**src/rtl/ping_scheduler.sv**
```systemverilog
// rtl/ping_scheduler.sv - ultrasonic ranging sequencer with threshold debounce and alarm output
module ping_scheduler #(
  parameter int TRIG_CYCLES    = 10,
  parameter int ECHO_TIMEOUT   = 30000,
  parameter int HOLDOFF_CYCLES = 60000,
  parameter int DIST_SHIFT     = 6,
  parameter int THRESHOLD      = 200,
  parameter int HIT_COUNT      = 3
) (
  input  logic        clk,
  input  logic        rst,
  input  logic        enable,
  input  logic        echo_in,
  output logic        trig_out,
  output logic        busy,
  output logic [15:0] distance_value,
  output logic        distance_valid,
  output logic        timeout,
  output logic        alarm_active
);

  localparam int HW = $clog2(HIT_COUNT + 1);

  typedef enum logic [2:0] {
    IDLE      = 3'd0,
    TRIG      = 3'd1,
    WAIT_RISE = 3'd2,
    MEASURE   = 3'd3,
    HOLDOFF   = 3'd4
  } state_t;

  state_t          state_q, state_d;
  logic [31:0]     cyc_cnt_q, cyc_cnt_d;
  logic [15:0]     echo_cnt_q, echo_cnt_d;
  logic [15:0]     dist_q, dist_d;
  logic            valid_q, valid_d;
  logic            tmo_q, tmo_d;
  logic [HW-1:0]   hit_cnt_q, hit_cnt_d;
  logic [HW-1:0]   miss_cnt_q, miss_cnt_d;
  logic            alarm_q, alarm_d;
  logic            echo_s1_q, echo_s2_q, echo_prev_q;
  logic            echo_rise, echo_fall, is_hit;

  assign echo_rise = echo_s2_q & ~echo_prev_q;
  assign echo_fall = ~echo_s2_q & echo_prev_q;
  assign is_hit    = (dist_q != 16'd0) && (dist_q < 16'(THRESHOLD));

  always_comb begin
    state_d    = state_q;
    cyc_cnt_d  = cyc_cnt_q;
    echo_cnt_d = echo_cnt_q;
    dist_d     = dist_q;
    valid_d    = 1'b0;
    tmo_d      = 1'b0;
    case (state_q)
      IDLE: begin
        if (enable) begin
          state_d   = TRIG;
          cyc_cnt_d = 32'd0;
        end
      end
      TRIG: begin
        if (cyc_cnt_q == 32'(TRIG_CYCLES - 1)) begin
          state_d   = WAIT_RISE;
          cyc_cnt_d = 32'd0;
        end else begin
          cyc_cnt_d = cyc_cnt_q + 32'd1;
        end
      end
      WAIT_RISE: begin
        if (echo_rise) begin
          state_d    = MEASURE;
          echo_cnt_d = 16'd0;
        end else if (cyc_cnt_q == 32'(ECHO_TIMEOUT - 1)) begin
          state_d   = HOLDOFF;
          cyc_cnt_d = 32'd0;
          dist_d    = 16'd0;
          valid_d   = 1'b1;
          tmo_d     = 1'b1;
        end else begin
          cyc_cnt_d = cyc_cnt_q + 32'd1;
        end
      end
      MEASURE: begin
        // Each MEASURE cycle stands for one high cycle one step earlier, so the fall cycle closes the count
        echo_cnt_d = echo_cnt_q + 16'd1;
        if (echo_cnt_d == 16'(ECHO_TIMEOUT)) begin
          state_d   = HOLDOFF;
          cyc_cnt_d = 32'd0;
          dist_d    = 16'd0;
          valid_d   = 1'b1;
          tmo_d     = 1'b1;
        end else if (echo_fall) begin
          state_d   = HOLDOFF;
          cyc_cnt_d = 32'd0;
          dist_d    = echo_cnt_d >> DIST_SHIFT;
          valid_d   = 1'b1;
        end
      end
      HOLDOFF: begin
        if (cyc_cnt_q == 32'(HOLDOFF_CYCLES - 1)) begin
          state_d   = IDLE;
          cyc_cnt_d = 32'd0;
        end else begin
          cyc_cnt_d = cyc_cnt_q + 32'd1;
        end
      end
      default: state_d = IDLE;
    endcase
  end

  // Alarm follows the counter update in the same cycle so it shows the cycle after the deciding strobe
  always_comb begin
    hit_cnt_d  = hit_cnt_q;
    miss_cnt_d = miss_cnt_q;
    alarm_d    = alarm_q;
    if (valid_q) begin
      if (is_hit) begin
        miss_cnt_d = '0;
        if (hit_cnt_q != HW'(HIT_COUNT)) hit_cnt_d = hit_cnt_q + HW'(1);
        if (hit_cnt_d == HW'(HIT_COUNT)) alarm_d = 1'b1;
      end else begin
        hit_cnt_d = '0;
        if (miss_cnt_q != HW'(HIT_COUNT)) miss_cnt_d = miss_cnt_q + HW'(1);
        if (miss_cnt_d == HW'(HIT_COUNT)) alarm_d = 1'b0;
      end
    end
  end

  always_ff @(posedge clk or posedge rst) begin
    if (rst) begin
      state_q     <= IDLE;
      cyc_cnt_q   <= 32'd0;
      echo_cnt_q  <= 16'd0;
      dist_q      <= 16'd0;
      valid_q     <= 1'b0;
      tmo_q       <= 1'b0;
      hit_cnt_q   <= '0;
      miss_cnt_q  <= '0;
      alarm_q     <= 1'b0;
      echo_s1_q   <= 1'b0;
      echo_s2_q   <= 1'b0;
      echo_prev_q <= 1'b0;
    end else begin
      state_q     <= state_d;
      cyc_cnt_q   <= cyc_cnt_d;
      echo_cnt_q  <= echo_cnt_d;
      dist_q      <= dist_d;
      valid_q     <= valid_d;
      tmo_q       <= tmo_d;
      hit_cnt_q   <= hit_cnt_d;
      miss_cnt_q  <= miss_cnt_d;
      alarm_q     <= alarm_d;
      echo_s1_q   <= echo_in;
      echo_s2_q   <= echo_s1_q;
      echo_prev_q <= echo_s2_q;
    end
  end

  assign trig_out       = (state_q == TRIG);
  assign busy           = (state_q != IDLE);
  assign distance_value = dist_q;
  assign distance_valid = valid_q;
  assign timeout        = tmo_q;
  assign alarm_active   = alarm_q;

endmodule

```
**config.mk**
```make
export PLATFORM = sky130hd
export DESIGN_NAME = ping_scheduler
export DESIGN_NICKNAME = d
export VERILOG_FILES = /design/src/rtl/ping_scheduler.sv
export SDC_FILE = /design/constraint.sdc
export NUM_CORES = 1
export LEC_CHECK = 0
export ABC_AREA = 1
export CELL_PAD_IN_SITES_DETAIL_PLACEMENT = 2
export CELL_PAD_IN_SITES_GLOBAL_PLACEMENT = 2
export CORE_ASPECT_RATIO = 1.25
export CORE_MARGIN = 2
export CORE_UTILIZATION = 34
export DETAILED_ROUTE_END_ITERATION = 7
export PLACE_DENSITY_LB_ADDON = 0.1
export SYNTH_ARGS = -nofsm -noshare
export SYNTH_HDL_FRONTEND = slang
export SYNTH_SLANG_ARGS = --single-unit
```
**constraint.sdc**
```tcl
create_clock -name clk -period 2.74 [get_ports clk]
set_input_delay 0.274 -clock clk [delete_from_list [all_inputs] [get_ports clk]]
set_output_delay 0.274 -clock clk [all_outputs]
set_load 0.02 [all_outputs]
```
==> flow_summary.json <==
{
  "r2r_end": "state_q[1]",
  "crit_required_ns": 2.98,
  "cp_common_cell": "nand2_1",
  "pwr-share-seq": 0.313,
  "firstDrtPassIters": 4,
  "multi_input_area_sq_um": 2890,
  "cap_violations": 0,
  "peakVddDrop_mv": 0.273,
  "rrSetupSlack_ns": 0.21,
  "port_buffers": 18,
  "finalPower_mw": 3.92,
  "final-hold-violation-count": 0,
  "cts_tree": "built",
  "wl_mm": 20.3,
  "core-area_sq_um": 14900,
  "clkLatencyLatePin_ns": 0.36,
  "start_util": 0.345,
  "clock_power_share": 0.327,
  "numCtsBuffers": 9,
  "synthArstFlopShare": 1.00,
  "rows": 50,
  "clockRootBuffer": "clkbuf_16",
  "dp_hpwl_mm": 14.8,
  "area_growth_pct": 14.8,
  "syn_avg_cell_area_sq_um": 6.43,
  "ys_seq_elements": 71,
  "reg2reg_depth": 15,
  "cts_buffer_depth": 2,
  "synthCells": 800,
  "cts_sinks": 71,
  "grt_pass1_wl_mm": 32.9,
  "max_freq_mhz": 396,
  "fin_area_sq_um": 5900,
  "drt.antenna.violating_nets": 0,
  "dp.cells": 987,
  "grt.total_usage": 0.262,
  "antenna_cells": 0,
  "p_leak_nw": 2.72,
  "die_x_um": 114,
  "p_int_mw": 2.23,
  "die_area_sq_um": 16100,
  "yosysSeqAreaShare": 0.345,
  "ys.flop_type": "dfrtp_1",
  "finalSetupTns_ns": 0,
  "fin_skew_ns": 0.0102,
  "endpoint": "state_q[1]",
  "grt_overflow_total": 0,
  "startpoint": "echo_cnt_q[1]",
  "final_util": 0.396,
  "combPwrFrac": 0.361,
  "placed_area_sq_um": 5530,
  "drc": 0,
  "critPathKind": "flip-flop to flip-flop",
  "drtIter0Drc": 294,
  "place_congestion": 0.944,
  "routed_via_density": 5.58,
  "synth-edff-count": 0,
  "hold_path_class": "input pin to asynchronous set/reset pin",
  "crit_fanout": 35,
  "outcome": "finished, final reports clean",
  "drive_gt1_frac": 0.0656,
  "pin_count": 25,
  "worstPathCellList": "ha_4, nand3_1, nor2_2, nand3_1, nand2_1, nand2_1, inv_1, nand2_1, nor2_1, nand2_2, nand3_4, buf_12, nand3_1, nand2_1, nand2_1",
  "crit_arrival_ns": 2.77,
  "htreeDepth": 3,
  "p_sw_mw": 1.69,
  "tightest_slew_ns": 0.656,
  "startpoint_type": "flip-flop",
  "instances_no_fill": 1005,
  "fp.dieH_um": 142,
  "nNetsFinal": 826,
  "swShare": 0.431,
  "grt_max_degree": 36,
  "post-route-period-util": 0.922,
  "ff_latch_area_sq_um": 1780,
  "fillers": 1844,
  "synthesis.area_sq_um": 5140,
  "slew-limit-headroom": 0.562,
  "fin_crit_ns": 2.53,
  "cp_slowest_stage_delay_ns": 0.46,
  "yosysWarnings": 0,
  "powerDensity_nw_per_um2": 665,
  "grt_pass1_vias": 6249,
  "drv_slew": 0,
  "vias": 5611,
  "finalSetupViolations": 0,
  "end_kind": "flip-flop",
  "yosysUniqueCellTypes": 37,
  "wire_per_inst_um": 20.2,
  "r2r_start": "echo_cnt_q[1]",
  "antenna_found_initial": 0,
  "clk_pin_slew_ns": 0.07,
  "slowest_stage": "dfrtp_1"
}
==> stage by stage <==
stage | setup WS [ns] | hold slack (ns)
after floorplan | 0.669 | 0.305
after global placement | 0.329 | 0.342
after detailed placement | 0.141 | 0.348
after CTS | 0.0539 | 0.363
after global routing | -0.0438 | 0.361
final | 0.213 | 0.343
==> final cells by class <==
cell class	count	area share
Clock buffer	10	0.0405
Clock inverter	6	0.0117
Inverter	93	0.0591
Multi-Input combinational cell	607	0.489
Sequential cell	71	0.301
Tap cell	182	0.0386
Timing Repair Buffer	36	0.0598
==> state kept, by name, indices dropped and copies added (netlist names), 2 cells and up <==
signal / cells
distance_value: 10
state_q: 3
echo_cnt_q: 16
hit_cnt_q: 2
miss_cnt_q: 2
cyc_cnt_q: 32
==> worst min-delay path by stage <==
stage	endpoint	slack (ns)	cells after the start
6_report	distance_value[0]	0.34	2
5_1_grt	echo_s1_q	0.36	1
4_1_cts	distance_value[0]	0.36	2
3_5_place_dp	echo_s2_q	0.35	0
3_3_place_gp	echo_s2_q	0.34	0
2_1_floorplan	echo_s1_q	0.31	0
==> power by group through the flow <==
| stage | clock network (mW) | registers [mW] | logic (mW) |
|---|---|---|---|
| 2_1_floorplan | 0 | 1.21 | 0.895 |
| 3_3_place_gp | 0 | 1.22 | 1.23 |
| 3_5_place_dp | 0 | 1.23 | 1.28 |
| 4_1_cts | 1.31 | 1.22 | 1.29 |
| 5_1_grt | 1.35 | 1.24 | 1.55 |
| 6_report | 1.28 | 1.23 | 1.41 |
==> worst max-delay path, delay by kind of cell (launching register included) <==
kind / cells / cell delay (ns)
DFF: 1 / 0.46
adders and majority gates: 1 / 0.20
buffers and inverters: 2 / 0.32
and+or+nand+nor: 12 / 1.41
==> Yosys cell counts (all sizes together) (3+ instances only) <==
master    n  area share
a21oi     5      0.0049
nand2   275        0.20
a31oi     9       0.011
nand4    51       0.062
inv      92       0.067
nand3    85       0.088
nor3     25       0.024
nor2     82       0.064
buf      16       0.024
o211ai   11       0.016
dfrtp    71        0.35
clkbuf   19       0.014
xor2      9       0.015
o21ai    25       0.025
nor4      3      0.0037
ha        4      0.0097
o22ai     8      0.0097
==> metal layers <==
metal,vias up,share of wire,track usage
met4,0,0.028,0.108
li1,2652,-,-
met2,66,0.56,0.497
met1,2862,0.40,0.293
met3,31,0.017,0.0282
met5,-,0,0
==> logic make-up after synthesis <==
family / Yosys count / share of synthesized area
buffers and inverters: 128 / 0.106
AND/OR/NAND/NOR: 523 / 0.446
flip-flops: 71 / 0.345
AO/OA/AOI/OAI: 64 / 0.0762
XOR/XNOR: 9 / 0.0153
other: 1 / 0.000729
adder cells (fa/ha/maj): 4 / 0.00973
==> what timing repair did <==
item / 4_1_cts / 5_1_grt
gates resized for setup: 0 / 6
buffers inserted: 0 / 1
endpoints found under the setup margin: 0 / 45
hold buffers: 0 / 0
==> cell usage in the layout, fill, tap and decap left out, types with 2 or more instances in the layout <==
master	synthesis	routed
nand2_1	272	272
inv_1	91	90
nand3_1	83	82
nor2_1	77	77
dfrtp_1	71	70
nand4_1	51	51
nor3_1	25	24
clkdlybuf4s50_1	0	18
o21ai_0	15	15
buf_4	11	15
o211ai_1	11	11
o21ai_1	9	9
xor2_1	9	9
a31oi_1	9	9
clkbuf_16	0	9
o22ai_1	8	8
conb_1	1	6
a21oi_1	5	4
nor2_2	3	3
nand3_4	2	3
nor4_1	3	3
ha_1	4	3
buf_12	0	3
nor2_4	2	2
inv_2	1	2
nand2_2	3	2
clkinv_4	0	2
Power figures use the tool's default switching activity.
==> patch 1 (same flow settings) <==
Reset style: synchronous (`rst`), changed in one clocked block.
--- a/src/rtl/ping_scheduler.sv
+++ b/src/rtl/ping_scheduler.sv
@@ -129,3 +129,3 @@
 
-  always_ff @(posedge clk or posedge rst) begin
+  always_ff @(posedge clk) begin
     if (rst) begin
Formal check against the unedited RTL: differs if rst is asserted again (counterexample within 4 cycles, from zero or initial values and one cycle with rst high); with rst held inactive, the same outputs for 10 cycles.
==> patch 1 against the unedited design <==
- area after synthesis shrank 7.4%
- highest routed layer unchanged
- clock skew is 0.0048 ns lower
- total power grew 1.4%
- cell area decreased by 7.9%
- setup slack gained 0.083 ns
- sequential cell count unchanged
- routed wire length decreased by 6.3%
- synthesized cell count down 0.13%
- critical endpoint is now cyc_cnt_q[5]
==> patch 1: results (changes against the unedited design) <==
status:
  outcome: "finished, final reports clean"
synth:
  synthCells: 799  # -0.13%
  synthTopCellsByArea: "dfxtp_1, nand2_1, nor2_1"
  synth_ff_type: "dfxtp_1"
  netlist-cell-type-count: 39  # +5.4%
  synth_async_sr_flop_share_pct: 0  # -100 points
sta:
  clock_skew_ns: 0.005324  # -0.004838 ns
  fin_hold_ws_ns: 0.4213  # +0.07858 ns
  relSlewSlack_pct: 60.92  # +4.7 points
global_routing:
  gr-usage-all-layers_pct: 26.86  # +0.70 points
  grt_pass1_vias: 5882  # -5.9%
  grt_pass1_wl_mm: 30.84  # -6.3%
  grt_max_degree: 45  # +25%
worst_setup_path:
  r2r.worst_path.cells: 14  # -1
  r2r_start: "echo_cnt_q[0]"
  crit_fanout: 44  # +26%
  r2r-end: "cyc_cnt_q[5]"
  crit_arrival_ns: 2.72  # -0.05 ns
  r2r_slack_ns: 0.30  # +0.08 ns
place:
  place_inst: 979  # -0.81%
  place_congestion: 0.8852  # -6.2%
  dp_hpwl_mm: 13.84  # -6.7%
worst_hold_path:
  hold_path.class: "register to register"
power_and_ir_drop:
  max-vdd-ir-drop_mv: 0.2639  # -3.2%
drt:
  vias: 5414  # -3.5%
  drt_iter0_drc: 235  # -20%
finish:
  ff_latch_area_um2: 1421  # -20%
  fin_cells: 994  # -1.1%
  fin_nets: 823  # -0.36%
patch 1: cell count changes after synthesis, sizes merged, moves of 5 or more:
| cell | delta |
|---|---|
| nor2 | +39 |
| xor2 | -6 |
| a21oi | +41 |
| nand3 | -17 |
| o22ai | -8 |
| nand4 | -7 |
| dfrtp | -71 |
| dfxtp | +71 |
| nor3 | -5 |
| o21ai | -5 |
| nand2 | -34 |
patch 1: kinds of logic after synthesis:
group	synth area share, %
AO/OA/AOI/OAI	10.96
other	0.07879
adder cells (fa/ha/maj)	1.052
buffers and inverters	10.91
flip-flops	29.86
XOR/XNOR	0.7362
AND/OR/NAND/NOR	46.40
patch 1: critical path, cell delays in order (launching register included):
cell,delay (ns)
dfxtp_1,0.41
ha_1,0.23
nand3_1,0.17
nor2_2,0.22
nand2_1,0.11
nand2_1,0.11
nand3_1,0.13
nor2_4,0.19
nand3_2,0.11
nand3_2,0.11
nand3_4,0.07
buf_6,0.23
nand2_1,0.10
nand2_1,0.05
nor2_1,0.11
patch 1: layout make-up:
class / count / share of cell area [%]
multi-input cells: 608 / 52.49
flip-flops and latches: 71 / 26.14
inverters: 92 / 6.351
repair buffers: 33 / 5.522
clock buffers: 10 / 4.395
well taps: 175 / 4.027
clock inverters: 5 / 1.081
patch 1: worst max-delay path by stage:
stage,startpoint,endpoint,slack (ns),cells past startpoint
final,echo_cnt_q[0],cyc_cnt_q[5],0.30,14
after global routing,echo_cnt_q[0],cyc_cnt_q[17],0.03,16
after detailed placement,echo_cnt_q[0],cyc_cnt_q[4],0.25,15
after CTS,echo_cnt_q[0],cyc_cnt_q[5],0.08,14
after global placement,echo_cnt_q[0],cyc_cnt_q[4],0.38,15
after floorplan,echo_cnt_q[0],cyc_cnt_q[0],0.69,15
patch 1: routing by layer:
layer  share of wire [%]  global-route usage, %  vias up
met1                  41                  29.77     2697
met2                  55                  51.26       54
met5                   0                      0        -
met3                 1.6                  2.493       26
li1                    -                      -     2637
met4                 2.5                  10.55        0
patch 1: through the flow:
stage               power (mW)  area (um^2)  utilization (%)
CTS                      4.004         5423            39.43
finish                   3.981         5438            39.54
global placement         2.684         5125            37.26
global route             4.223         5438            39.54
floorplan                2.301         4778                -
detailed placement       2.766         5125            37.26
patch 1: power by group:
group	internal (mW)	switching (mW)	total (mW)
combinational	0.412	0.997	1.41
clock	0.725	0.497	1.22
sequential	1.17	0.185	1.35
total	2.30	1.68	3.98
patch 1: timing repair:
action,CTS,global route
hold endpoints to repair,0,0
setup endpoints to repair,0,36
gates resized for setup,0,4
==> patch 2 (config.mk and constraints unchanged) <==
Made on the original files. `HIT_COUNT`: 3 -> 5.
--- a/src/rtl/ping_scheduler.sv
+++ b/src/rtl/ping_scheduler.sv
@@ -7,3 +7,3 @@
   parameter int THRESHOLD      = 200,
-  parameter int HIT_COUNT      = 3
+  parameter int HIT_COUNT      = 5
 ) (
Check against the original RTL: no difference found for any inputs over 10 cycles, from zero or initial values and one cycle with rst high; that may be too few to reach the edited logic, so the function may still have changed.
==> patch 2 against the unedited design <==
- worst hold slack got worse by 0.0075 ns
- count of clock-buffer cells in the layout fell by 1
- largest cell class unchanged
- setup slack lost 0.024 ns
- critical endpoint is now cyc_cnt_q[9]
- critical path type unchanged
- routed wire length down 2.3%
- core utilization rose by 0.29 points
- cell area is 1.2% higher
- sequential cell count increased by 2
- area after synthesis up 1.1%
- critical path depth fell by 2
Power is not compared: it rests on default switching activity, and its combinational part moved more than twofold at a synthesized area within 25%.
==> patch 2: results (changes against the unedited design) <==
synth:
  synth-compound-area-share_pct: 8.179  # +0.56 points
  syn_area_per_cell_um2: 6.746  # +4.9%
  netlist-cell-type-count: 41  # +11%
  synthTopCellsByArea: "dfrtp_1, nand2_1, nand3_1"
  synth.top_cells.by_count: "nand2_1, inv_1, dfrtp_1"
  synth-adder-area-share_pct: 1.924  # +0.95 points
  synthXorXnorAreaFrac_pct: 1.516  # -0.017 points
  synth_seq_cells: 73  # +2.8%
status:
  outcome: "finished, final reports clean"
drt:
  vias: 5508  # -1.8%
  wl_met2_mm: 10.49  # -7.3%
  wl_met1_mm: 8.118  # +1.1%
  routedWlPerCell_um: 20.11  # -0.31%
  drt_iter0_drc: 160  # -46%
  first_pass_iters: 4  # unchanged
  met3_length_um: 629  # +80%
  drt-total-wl_mm: 19.81  # -2.3%
global_routing:
  gr-total-overflow: 0  # unchanged
  grt_pass1_wl_mm: 32.00  # -2.8%
  gr-usage-met1_pct: 29.55  # +0.27 points
  gr-usage-all-layers_pct: 25.46  # -0.70 points
  grt_pass1_vias: 5959  # -4.6%
  met3_usage_pct: 3.833  # +1.0 points
  grt_max_degree: 36  # unchanged
  grtUsageMet2_pct: 46.84  # -2.8 points
finish:
  seq_share_pct: 30.59  # +0.47 points
  multi_input_gates: 586  # -3.5%
  ff_latch_area_um2: 1827  # +2.7%
  clk_share_pct: 5.468  # +0.25 points
  signal_buffers: 37  # +2.8%
  multi_input_area_share_pct: 48.50  # -0.42 points
  buffer_area_share_pct: 5.887  # -0.090 points
  nNonClkInverters: 91  # -2.2%
  diodes: 0  # unchanged
  drive_gt1_share_pct: 8.344  # +1.8 points
  fin_nets: 810  # -1.9%
worst_setup_path:
  crit_fanout: 16  # -54%
  critPathMaxStageDelay_ns: 0.43  # -0.03 ns
  r2r_slack_ns: 0.19  # -0.02 ns
  r2r.worst_path.cells: 13  # -2
  r2r-end: "cyc_cnt_q[9]"
  r2r_start: "echo_cnt_q[4]"
  crit_arrival_ns: 2.78  # about the same
sta:
  fin_hold_ws_ns: 0.3353  # -0.007455 ns
  worstMarginPinSlew_ns: 0.6942  # +0.03806 ns
  clock_skew_ns: 0.008700  # -0.001462 ns
place:
  dpl_cell_area_um2: 5594  # +1.1%
  place_congestion: 0.8598  # -8.9%
  place_ws_ns: 0.09345  # -0.04779 ns
  dp_hpwl_mm: 14.58  # -1.7%
  place_inst: 967  # -2.0%
cts:
  htreeDepth: 3  # unchanged
power_and_ir_drop:
  p_comb_mw: 0.0457
## patch 2: cell count changes after synthesis, sizes merged, moves of 3 or more
cell,unedited run,this run
buf,16,22
nand3,85,74
ha,4,8
nand2,275,260
inv,92,89
o2111ai,0,5
nor2,82,79
nand3b,0,6
clkbuf,19,5
nand4,51,46
a31oi,9,2
## patch 2: worst max-delay path by stage
stage                          to           from  cells past startpoint  slack, ns
floorplan            alarm_active            rst                      1       0.61
global placement    cyc_cnt_q[11]  echo_cnt_q[0]                     14       0.24
detailed placement  cyc_cnt_q[31]  echo_cnt_q[0]                     14       0.09
CTS                    state_q[0]  echo_cnt_q[0]                     15       0.07
global route         cyc_cnt_q[9]  echo_cnt_q[0]                     14      -0.03
finish               cyc_cnt_q[9]  echo_cnt_q[4]                     13       0.19
## patch 2: what timing repair did
action | CTS | global route
gates resized for setup | 2 | 3
cloned | 1 | 0
setup buffers | 0 | 1
setup endpoints to repair | 32 | 44
